## config.mk

```make
export PLATFORM = sky130hd
export DESIGN_NAME = neopixel_receiver
export DESIGN_NICKNAME = d
export VERILOG_FILES = /design/src/rtl/neopixel_receiver.sv
export SDC_FILE = /design/constraint.sdc
export NUM_CORES = 1
export LEC_CHECK = 0
export CAP_MARGIN = 15
export CORE_MARGIN = 4
export CORE_UTILIZATION = 49
export CTS_CLUSTER_DIAMETER = 60
export CTS_CLUSTER_SIZE = 30
export DETAILED_ROUTE_END_ITERATION = 8
export PLACE_DENSITY = 0.68
export SKIP_CTS_REPAIR_TIMING = 1
export SYNTH_ARGS = -nofsm -noshare
export SYNTH_HDL_FRONTEND = slang
export SYNTH_SLANG_ARGS = --single-unit
```

## constraint.sdc

```tcl
create_clock -name i_clk -period 3.95 [get_ports i_clk]
set_input_delay 0.9875 -clock i_clk [delete_from_list [all_inputs] [get_ports i_clk]]
set_output_delay 0.9875 -clock i_clk [all_outputs]
set_load 0.01 [all_outputs]
```

## src/rtl/neopixel_receiver.sv

```systemverilog
// neopixel_receiver: decodes a NeoPixel serial line into addressed byte writes with frame tracking
// Ports: i_clk clock; i_rst_n synchronous active-low reset; i_din asynchronous data line;
//   o_wr_en/o_wr_addr/o_wr_data byte write strobe; o_frame_done/o_frame_bytes frame end and byte count;
//   o_err protocol error pulse; o_busy frame in progress
module neopixel_receiver #(
  parameter int LEDS   = 200,
  parameter int CLK_HZ = 50_000_000
) (
  input  logic                           i_clk,
  input  logic                           i_rst_n,
  input  logic                           i_din,
  output logic                           o_wr_en,
  output logic [$clog2(LEDS*3)-1:0]      o_wr_addr,
  output logic [7:0]                     o_wr_data,
  output logic                           o_frame_done,
  output logic [$clog2(LEDS*3+1)-1:0]    o_frame_bytes,
  output logic                           o_err,
  output logic                           o_busy
);
  localparam int NBYTES         = LEDS * 3;
  localparam int AW             = $clog2(NBYTES);
  localparam int FW             = $clog2(NBYTES + 1);
  localparam int TPU            = CLK_HZ / 1_000_000;
  localparam int MIN_HI_TCK     = TPU / 10;
  localparam int BIT_THRESH_TCK = TPU * 52 / 100;
  localparam int MAX_HI_TCK     = TPU * 6 / 5;
  localparam int RST_TCK        = TPU * 50;
  localparam int CW             = $clog2(RST_TCK + 1);
  localparam logic [CW-1:0] MIN_C = CW'(MIN_HI_TCK);
  localparam logic [CW-1:0] TH_C  = CW'(BIT_THRESH_TCK);
  localparam logic [CW-1:0] MAX_C = CW'(MAX_HI_TCK);
  localparam logic [CW-1:0] RST_C = CW'(RST_TCK);
  localparam logic [FW-1:0] NB_C  = FW'(NBYTES);
  typedef enum logic [1:0] {SYNC, IDLE, HI, LO} state_t;
  state_t          state_q, state_d;
  logic            din_m_q, din_s_q, din_p_q;
  logic [CW-1:0]   cnt_q, cnt_d, cnt_inc;
  logic [2:0]      bits_q, bits_d;
  logic [7:0]      shift_q, shift_d;
  logic [FW-1:0]   nbytes_q, nbytes_d;
  logic            ovf_q, ovf_d;
  logic            wr_en_q, wr_en_d;
  logic [AW-1:0]   wr_addr_q, wr_addr_d;
  logic [7:0]      wr_data_q, wr_data_d;
  logic            done_q, done_d;
  logic [FW-1:0]   fb_q, fb_d;
  logic            err_q, err_d;

  always_comb begin
    cnt_inc   = (&cnt_q) ? cnt_q : cnt_q + 1'b1;
    state_d   = state_q;
    cnt_d     = cnt_q;
    bits_d    = bits_q;
    shift_d   = shift_q;
    nbytes_d  = nbytes_q;
    ovf_d     = ovf_q;
    wr_en_d   = 1'b0;
    wr_addr_d = wr_addr_q;
    wr_data_d = wr_data_q;
    done_d    = 1'b0;
    fb_d      = fb_q;
    err_d     = 1'b0;
    case (state_q)
      SYNC: begin
        cnt_d   = din_s_q ? '0 : cnt_inc;
        state_d = (!din_s_q && cnt_inc == RST_C) ? IDLE : SYNC;
      end
      IDLE: if (din_s_q && !din_p_q) begin
        state_d  = HI;
        cnt_d    = CW'(1);
        nbytes_d = '0;
        bits_d   = '0;
        ovf_d    = 1'b0;
      end
      HI: if (din_s_q) begin
        cnt_d = cnt_inc;
        if (cnt_inc > MAX_C) begin
          err_d   = 1'b1;
          state_d = SYNC;
          cnt_d   = '0;
        end
      end else if (cnt_q < MIN_C) begin
        // the falling cycle itself is the first low sample of the resync gap
        err_d   = 1'b1;
        state_d = SYNC;
        cnt_d   = CW'(1);
      end else begin
        shift_d = {shift_q[6:0], cnt_q >= TH_C};
        bits_d  = bits_q + 3'd1;
        state_d = LO;
        cnt_d   = CW'(1);
        if (bits_q == 3'd7) begin
          if (nbytes_q == NB_C) ovf_d = 1'b1;
          else begin
            wr_en_d   = 1'b1;
            wr_addr_d = AW'(nbytes_q);
            wr_data_d = shift_d;
            nbytes_d  = nbytes_q + 1'b1;
          end
        end
      end
      LO: if (din_s_q) begin
        state_d = HI;
        cnt_d   = CW'(1);
      end else begin
        cnt_d = cnt_inc;
        if (cnt_inc == RST_C) begin
          done_d  = 1'b1;
          fb_d    = nbytes_q;
          err_d   = (bits_q != 3'd0) || ovf_q;
          state_d = IDLE;
        end
      end
      default: state_d = SYNC;
    endcase
  end

  always_ff @(posedge i_clk) begin
    if (!i_rst_n) begin
      state_q   <= SYNC;
      din_m_q   <= 1'b0;
      din_s_q   <= 1'b0;
      din_p_q   <= 1'b0;
      cnt_q     <= '0;
      bits_q    <= '0;
      shift_q   <= '0;
      nbytes_q  <= '0;
      ovf_q     <= 1'b0;
      wr_en_q   <= 1'b0;
      wr_addr_q <= '0;
      wr_data_q <= '0;
      done_q    <= 1'b0;
      fb_q      <= '0;
      err_q     <= 1'b0;
    end else begin
      state_q   <= state_d;
      din_m_q   <= i_din;
      din_s_q   <= din_m_q;
      din_p_q   <= din_s_q;
      cnt_q     <= cnt_d;
      bits_q    <= bits_d;
      shift_q   <= shift_d;
      nbytes_q  <= nbytes_d;
      ovf_q     <= ovf_d;
      wr_en_q   <= wr_en_d;
      wr_addr_q <= wr_addr_d;
      wr_data_q <= wr_data_d;
      done_q    <= done_d;
      fb_q      <= fb_d;
      err_q     <= err_d;
    end
  end

  assign o_wr_en       = wr_en_q;
  assign o_wr_addr     = wr_addr_q;
  assign o_wr_data     = wr_data_q;
  assign o_frame_done  = done_q;
  assign o_frame_bytes = fb_q;
  assign o_err         = err_q;
  assign o_busy        = (state_q == HI) || (state_q == LO);
endmodule

```

Word-level counts from Yosys, hierarchy flattened
Index checks and enable logic that the tools add are counted.
{"block": "totals", "register_bits": 69, "in_bits": 3, "output_inout_bits": 32, "word_cells": 100}
{"block": "op_classes", "n_eq_ne": 14, "n_reduce_logical": 19, "mux": 39, "n_lt_le_gt_ge": 3, "n_addsub": 3, "bitwise": 7}
{"cell": "$mux W12", "n": 6}
{"cell": "$mux W10", "n": 5}
{"cell": "$pmux W12 S4", "n": 1}
{"cell": "$pmux W10 S2", "n": 1}
{"cell": "$mux W1", "n": 13}
{"cell": "$add A12 B1 Y12 const B", "n": 1}
{"cell": "$eq A12 B12 Y1 const B", "n": 1}
{"cell": "$ge A12 B5 Y1 const B", "n": 1}
{"cell": "$gt A12 B6 Y1 const B", "n": 1}
{"cell": "$lt A12 B3 Y1 const B", "n": 1}
{"cell": "$mux W2", "n": 6}
{"cell": "$ne A2 B2 Y1 const B", "n": 6}
{"cell": "$reduce_and A12 Y1", "n": 1}
{"cell": "$reduce_and A6 Y1", "n": 2}
{"cell": "$add A10 B1 Y10 const B", "n": 1}
{"cell": "$eq A10 B10 Y1 const B", "n": 1}
{"cell": "$mux W3", "n": 3}
{"cell": "$reduce_and A3 Y1", "n": 3}
{"cell": "$pmux W2 S4", "n": 1}
{"cell": "$not A1 Y1", "n": 7}
{"cell": "$ne A3 B3 Y1 const B", "n": 2}
{"cell": "$pmux W3 S2", "n": 1}
{"cell": "$reduce_and A5 Y1", "n": 1}
{"cell": "$reduce_or A5 Y1", "n": 1}
{"cell": "13 further kinds", "n": 18}

Longest topological paths before layout
Gate-level depths: netlist (run 1).
{"block": "depth", "word_depth": 6, "ltp_mapped": 12, "ltp_nobuf": 9}

Worst setup path before layout (run 1)
OpenSTA, ideal clock, no wires.
{"block": "synth_path", "path_type": "register to register", "startpoint": "reg cnt_q[1]", "endpoint": "reg fb_q[1] (netlist: o_frame_bytes[1])", "arrival_ps": 2684, "path_slack_ps": 1195, "n_path_buf": 3, "setup_ps": 72, "period_less_slack_ps": 2755, "stages_incl_launch_ff": 12, "required_time_ps": 3878, "path_cell_list": "dfxtp_1 > ha_1 > buf_2 > nand3_2 > or4_1 > buf_2 > a31o_1 > a2111oi_4 > nand4_2 > nor3_4 > buf_6 > mux2i_1"}
{"block": "synth_between", "elab_chain_len": 4, "elab_cells_between_ends": 5, "cone_classes": "add/sub: 1; eq/ne: 1; mux: 1; reduce/logical: 2"}
{"element": "from (decl)", "line_no": "37", "rtl": "logic [CW-1:0] cnt_q, cnt_d, cnt_inc;"}
{"element": "from (signal assigned)", "line_no": "140", "rtl": "cnt_q <= cnt_d;"}
{"element": "$add A12 B1 Y12 / $reduce_and A12 Y1 (equally long branches)", "line_no": "50", "rtl": "cnt_inc = (&cnt_q) ? cnt_q : cnt_q + 1'b1;"}
{"element": "$mux W12 (*)", "line_no": "50"}
{"element": "$eq A12 B12 Y1 (*)", "line_no": "107", "rtl": "if (cnt_inc == RST_C) begin"}
{"element": "$reduce_and A3 Y1 (no line) (*)"}
{"element": "to (signal assigned)", "line_no": "133", "rtl": "fb_q <= '0;"}
{"element": "to (signal assigned)", "line_no": "149", "rtl": "fb_q <= fb_d;"}
{"element": "to (decl)", "line_no": "46", "rtl": "logic [FW-1:0] fb_q, fb_d;"}
Mark *: on every way between the ends. The rest lies on a longest branch, timed or not.
A chain may end at the register's enable or synchronous reset.

Worst setup path in the final report (run 1)
{"block": "layout_path", "startpoint": "reg cnt_q[1]", "endpoint": "reg fb_q[9] (netlist: o_frame_bytes[9])"}
Same word-level chain as after synthesis.

==> results of run 1 <==
-- cells in the mapped netlist, types with 2 or more instances --
cell,instances
buf_2,7
clkbuf_1,20
nand4_1,8
nand2b_1,2
dfxtp_1,69
a31o_2,3
a31oi_1,5
mux2i_1,21
o31ai_1,4
xor2_1,6
a21oi_1,33
and3b_1,2
mux2_2,3
inv_1,10
and3_1,3
nand2_1,65
nand3_1,28
ha_1,8
buf_1,2
or3_1,3
xnor2_1,4
nor4_1,3
nor3_1,12
nor2_1,44
a22oi_1,2
a211oi_1,3
and2_1,2
o21ai_0,8
a21boi_0,2
nor2b_1,5
-- flip-flops by register name, summed over array words and instances (netlist names), 2 cells and up --
name	cells
o_wr_data	8
o_frame_bytes	10
bits_q	3
cnt_q	12
state_q	2
o_wr_addr	10
nbytes_q	10
shift_q	7
-- path summary, 6_finish.rpt --
path | end | slack, ps | cells after the start
worst min-delay path | din_s_q$_SDFF_PN0_ | 450 | 1
worst max-delay path | o_frame_bytes[9]$_SDFFE_PN0P_ | 580 | 9
worst max register to register | o_frame_bytes[9]$_SDFFE_PN0P_ | 580 | 9
worst min register to register | din_s_q$_SDFF_PN0_ | 450 | 1
-- per-stage QoR --
stage                     power [mW]  hold slack (ps)  utilization, %  worst slack (ps)
after detailed placement      0.7650            439.8           55.63             636.6
after floorplan               0.7540            411.9               -              1195
after global routing           1.510            474.7           59.30             330.0
after global placement        0.7644            423.6           55.63             721.1
final                          1.459            446.4           59.30             578.1
after CTS                      1.476            457.5           59.30             607.0
-- per-layer routing --
metal	vias up	wire length, µm
met5	-	0
met4	0	101
met3	8	312
met2	64	3164
met1	1343	3997
li1	1486	-
-- layout make-up --
type                            count  area [µm²]
Clock buffer                       11       141.4
Clock inverter                      5       106.4
Fill cell                         622        2750
Inverter                           11       41.29
Multi-Input combinational cell    303        1843
Sequential cell                    69        1381
Tap cell                           80       100.1
Timing Repair Buffer               41       392.9
-- worst max-delay path: cells and delay by family, from the launching register on --
| family | cells | cell delay (ps) |
|---|---|---|
| flip-flops | 1 | 540 |
| multiplexers | 1 | 200 |
| AO/OA/AOI/OAI | 2 | 600 |
| AND/OR/NAND/NOR | 4 | 1310 |
| adder cells (fa/ha/maj) | 1 | 390 |
| buffers and inverters | 1 | 240 |
-- power breakdown --
part	switching (mW)	internal, mW
sequential	0.00842	0.699
combinational	0.0270	0.0143
clock	0.271	0.439
total	0.307	1.15
-- kinds of logic (layout without fill, tap and decap cells) --
family	Yosys count	count (layout)	synth area share [%]
AOI/OAI and AO/OA	74	74	15.02
xor gates and xnor gates	10	10	2.577
adders and majority gates	8	8	2.946
buffers and inverters	42	68	5.228
DFF	69	69	40.65
muxes	24	24	7.180
and+or+nand+nor	187	187	26.40
==> metrics.md, run 1 <==
| Metric | Value |
|---|---|
| PD cells | about 360 mW/mm² |
| Largest cells by area after synthesis | dfxtp_1 41%, nand2_1 7.2%, mux2i_1 6.2% |
| Routed length per instance | 14.57 µm |
| Syn Nets | 425 |
| Non-Filler Instances | 520 |
| Initial Util | slightly above 50% |
| Ys async rst share | 0% |
| Met2 Resource Use GR | between 20 and 30% |
| Largest net degree at the start of global routing | 37 |
| PortBufs | 34 |
| DP Cell Count | ~500 |
| Design Area, Final | 0.004006 mm² |
| Cell taking the most area after synthesis | dfxtp_1 |
| Mean area per synthesized cell | roughly 8 µm² |
| Number of synthesis warnings | 0 |
| Clock Pin Slew Worst Setup and Hold Paths | approximately 80 ps |
| Placement-stage cell area | ~0.0038 mm² |
| Die X | 91.28 µm |
| Avg Vias per Cell | roughly 5.6 |
| Height of the die | ~91 µm |
| Core area | 0.006756 mm² |
| TritonCTS Buffers | 9 |
| Synthesized flop and latch total | 69 |
| Slew headroom | between 50% and 60% |
| GRT met3 Usage | 3.645% |
| Setup crit start | cnt_q[1]$_SDFFE_PN0P_ |
| Max stage delay on crit path | roughly 700 ps |
| Peak supply drop | 0.3243 mV |
| Period utilization | 85.36% |
| CTS H-tree lvls | 3 |
| Layout cells sized above 1 | about 8.6% |
| Post-DP HPWL | about 5200 µm |
| N_diodes | 0 |
| Synth top area share | roughly two fifths |
| Initial DRC count | roughly 180 |
| Worst Hold Launch | din_m_q$_SDFF_PN0_ |
| Clk_lat worst skew | approximately 340 ps |
| GR Layer Usage met1 | a little under 30% |
| Clk buf depth | 2 |
| Synth unique cells | 57 |
| Fin Clk Skew | between 10 and 15 ps |
| Tot GR Track Use | a little under a fifth |
| Slew at the pin with the worst max-slew slack | ~710 ps |
| Most common cell after layout, fill and taps aside | dfxtp_1 |
| Gr busiest metal | met1 |
| Final ANT Viol Nets | 0 |
| Seq/Total Area, Yosys | ~41% |
| Row cnt | 30 |
| CP max FO | 12 |
| Count of clock tree sinks | between 60 and 70 |
| Remaining DRCs | 0 |
| Io pins | 35 |
| Fmax | approximately 0.30 GHz |
| Crit-path slowest cell | or4_1 |
| Vias in the first global route | roughly 2600 |
| First-pass GRT wire length | around 13000 µm |
| WP data arrival | approximately 3600 ps |
| Min-Delay Path Class | register to register |
| DIE AREA | approximately 0.0083 mm² |
| CP Launch Type | register |
| Final RePlAce weighted congestion | between 0.9 and 1 |
| Synth Instances | around 410 |
| Static leakage | between 1 and 1.5 nW |
| Synth Flop Type | dfxtp_1 |
| Slew Limit Fails | 0 |
| Status | complete, no violations |
| RSZ-0062 raised after global routing | no |
| Root Buffer | clkbuf_8 |
| Routed wire length | about 7600 µm |
| Crit end category | register |
| Nets | roughly 450 |
| Endpoints failing setup | 0 |
| FF-to-FF Start | cnt_q[1]$_SDFFE_PN0P_ |
| DRT Pass-1 Iters | 5 |
| Number of flops mapped to enable cells by yosys | 0 |
| Setup tns final | 0 ps |
| Vias | between 2000 and 3000 |
| CP cell instances | ha_1, nand3_2, or4_1, a31o_1, a2111oi_4, nand4_2, nor3_4, buf_4, mux2i_1 |
| Most frequent cells in the layout | 69 x dfxtp_1, 65 x nand2_1, 44 x nor2_1, 34 x clkdlybuf4s50_1, 32 x a21oi_1 |
| Crit Path Category | register to register |
| Area Growth Syn to Fin | 17.89% |
| Final period demand of the worst path | roughly 3400 ps |
| CTS tree | done |
| GR Overflow Total | 0 |
| Hold Vio Cnt, Final | 0 |
| CP required | about 4200 ps |
| Max Cap Viol | 0 |
| Cell Area, Synth | 0.003398 mm² |
| Antenna violations before repair | 0 |
Power figures use the tool's default switching activity.
==> run 2: changes to the inputs <==
--- a/config.mk
+++ b/config.mk
@@ -7,11 +7,12 @@
 export LEC_CHECK = 0
 export CAP_MARGIN = 15
 export CORE_MARGIN = 4
-export CORE_UTILIZATION = 49
+export CORE_UTILIZATION = 59
+export CTS_BUF_LIST = sky130_fd_sc_hd__clkbuf_2 sky130_fd_sc_hd__clkbuf_4 sky130_fd_sc_hd__clkbuf_8
 export CTS_CLUSTER_DIAMETER = 60
 export CTS_CLUSTER_SIZE = 30
 export DETAILED_ROUTE_END_ITERATION = 8
-export PLACE_DENSITY = 0.68
+export PLACE_DENSITY = 0.8
 export SKIP_CTS_REPAIR_TIMING = 1
 export SYNTH_ARGS = -nofsm -noshare
 export SYNTH_HDL_FRONTEND = slang
==> metrics.md, run 2 (synthesis gave the netlist of run 1 again) <==
| Metric | Value |
|---|---|
| Placement-stage cell area | roughly 0.0038 mm² |
| Fin Clk Skew | 11.84 ps |
| Top delay family on crit path | simple AND/OR/NAND/NOR gates |
| Initial Util | between 60 and 70% |
| CP Launch Type | register |
| Status | complete, no violations |
| Design Area, Final | between 0.003 and 0.004 mm² |
| Worst slack at placement | between 600 and 700 ps |
| Fin util | a little under three quarters |
| Height of the die | about 84 µm |
| Count of clock tree sinks | between 60 and 70 |
| Core area | ~0.0055 mm² |
| DP Cell Count | around 500 |
| Worst path buffer plus inverter count | 1 |
| Crit Path Category | register to register |
| Tot GR Track Use | a little over a fifth |
| Row cnt | 27 |
| DRT Pass-1 Iters | 5 |
| PortBufs | 34 |
| Slew headroom | about two fifths |
| Static leakage | about 1.4 nW |
| DIE AREA | roughly 0.0070 mm² |
| Routed wire length | 7549 µm |
| Slew Limit Fails | 0 |
| Most frequent cells in the layout | 69 x dfxtp_1, 65 x nand2_1, 44 x nor2_1, 34 x clkdlybuf4s50_1, 32 x a21oi_1 |
| Nets | about 450 |
| Layout cells sized above 1 | ~9.1% |
| Vias in the first global route | 2623 |
| Clock Pin Slew Worst Setup and Hold Paths | roughly 80 ps |
| Most flops, register | cnt_q |
| Setup slack after layout | 572.1 ps |
| Layout fillers | a little over 400 |
| Clk buf depth | 2 |
| Final ANT Viol Nets | 0 |
| Max Cap Viol | 0 |
| Total power | around 1.4 mW |
| CP max FO | 12 |
| Routed length per instance | 14.72 µm |
| GR Overflow Total | 0 |
| N_diodes | 0 |
| CTS H-tree lvls | 3 |
| First-pass GRT wire length | between 10000 and 15000 µm |
| WP data arrival | around 3700 ps |
| Multi-input gate area | 0.001843 mm² |
| Fmax | roughly 0.3 GHz |
| Post-DP HPWL | just over 5000 µm |
| CP required | about 4200 ps |
| Initial DRC count | between 200 and 300 |
| Non-Filler Instances | roughly 510 |
| Final RePlAce weighted congestion | ~0.94 |
| Largest net degree at the start of global routing | 40 |
| Remaining DRCs | 0 |
| Root Buffer | clkbuf_8 |
| TritonCTS Buffers | 9 |
| Register area | roughly 0.0014 mm² |
| Slew at the pin with the worst max-slew slack | a little under 900 ps |
| Vias | ~3000 |
| Io pins | 35 |
| PD cells | approximately 350 mW/mm² |
| Antenna violations before repair | 0 |
| Max stage delay on crit path | just under 700 ps |
| Crit-path slowest cell | or4_1 |
| CTS tree | done |
| Die X | about 84 µm |
| CP cell instances | ha_1, nand3_2, or4_1, a31o_1, a2111oi_4, nand4_2, nor3_4, buf_4, mux2i_1 |
| Avg Vias per Cell | between 5 and 6 |
| Area Growth Syn to Fin | 17.16% |
| Min-Delay Path Class | register to register |
| Largest register FFs | 12 |
| RSZ-0062 raised after global routing | no |
| Peak supply drop | between 0.3 and 0.4 mV |
| Final period demand of the worst path | about 3400 ps |
| Endpoints failing setup | 0 |
| Clk_lat worst skew | around 350 ps |
| Setup tns final | 0 ps |
| Hold slack | approximately 440 ps |
| Crit end category | register |
| Hold Vio Cnt, Final | 0 |
| Most common cell after layout, fill and taps aside | dfxtp_1 |
| Period utilization | 85.52% |
## run 2: cell types whose count changed in the layout (fill, tap and decap cells not counted), sizes merged
cell / change
buf: +1
bufinv: -1
clkbuf: -2
clkinv: +1
clkinvlp: -1
inv: +3
## run 2: per-layer routing
metal	vias up	global-route usage, %	share of wire [%]
met5	-	0	0
met4	0	9.211	1.5
met3	9	4.245	6.2
met2	90	30.87	43
met1	1415	31.64	49
li1	1493	-	-
## run 2: layout make-up
| type | instances | area share (%) |
|---|---|---|
| multi-input combinational | 303 | 46.29 |
| sequential | 69 | 34.70 |
| timing repair buffer | 42 | 9.994 |
| clock buffer | 9 | 3.111 |
| clock inverter | 7 | 2.608 |
| tap | 72 | 2.263 |
| inverter | 11 | 1.037 |
## run 2: where the power goes
| group | switching, mW | total [mW] | internal, mW |
|---|---|---|---|
| combinational | 0.0275 | 0.0420 | 0.0145 |
| sequential | 0.00883 | 0.707 | 0.698 |
| clock | 0.298 | 0.664 | 0.365 |
| total | 0.334 | 1.41 | 1.08 |
## run 2: worst paths after layout
check                             endpoint                   from  slack, ps  cells after the start
min                     din_s_q$_SDFF_PN0_     din_m_q$_SDFF_PN0_        440                      1
min reg2reg             din_s_q$_SDFF_PN0_     din_m_q$_SDFF_PN0_        440                      1
max          o_frame_bytes[8]$_SDFFE_PN0P_  cnt_q[1]$_SDFFE_PN0P_        570                      9
max reg2reg  o_frame_bytes[8]$_SDFFE_PN0P_  cnt_q[1]$_SDFFE_PN0P_        570                      9
## run 2: worst register-to-register path: stages, from the launching register on
cell	delay, ps
dfxtp_1	550
ha_1	400
nand3_2	220
or4_1	690
a31o_1	300
a2111oi_4	310
nand4_2	210
nor3_4	180
buf_4	240
mux2i_1	200
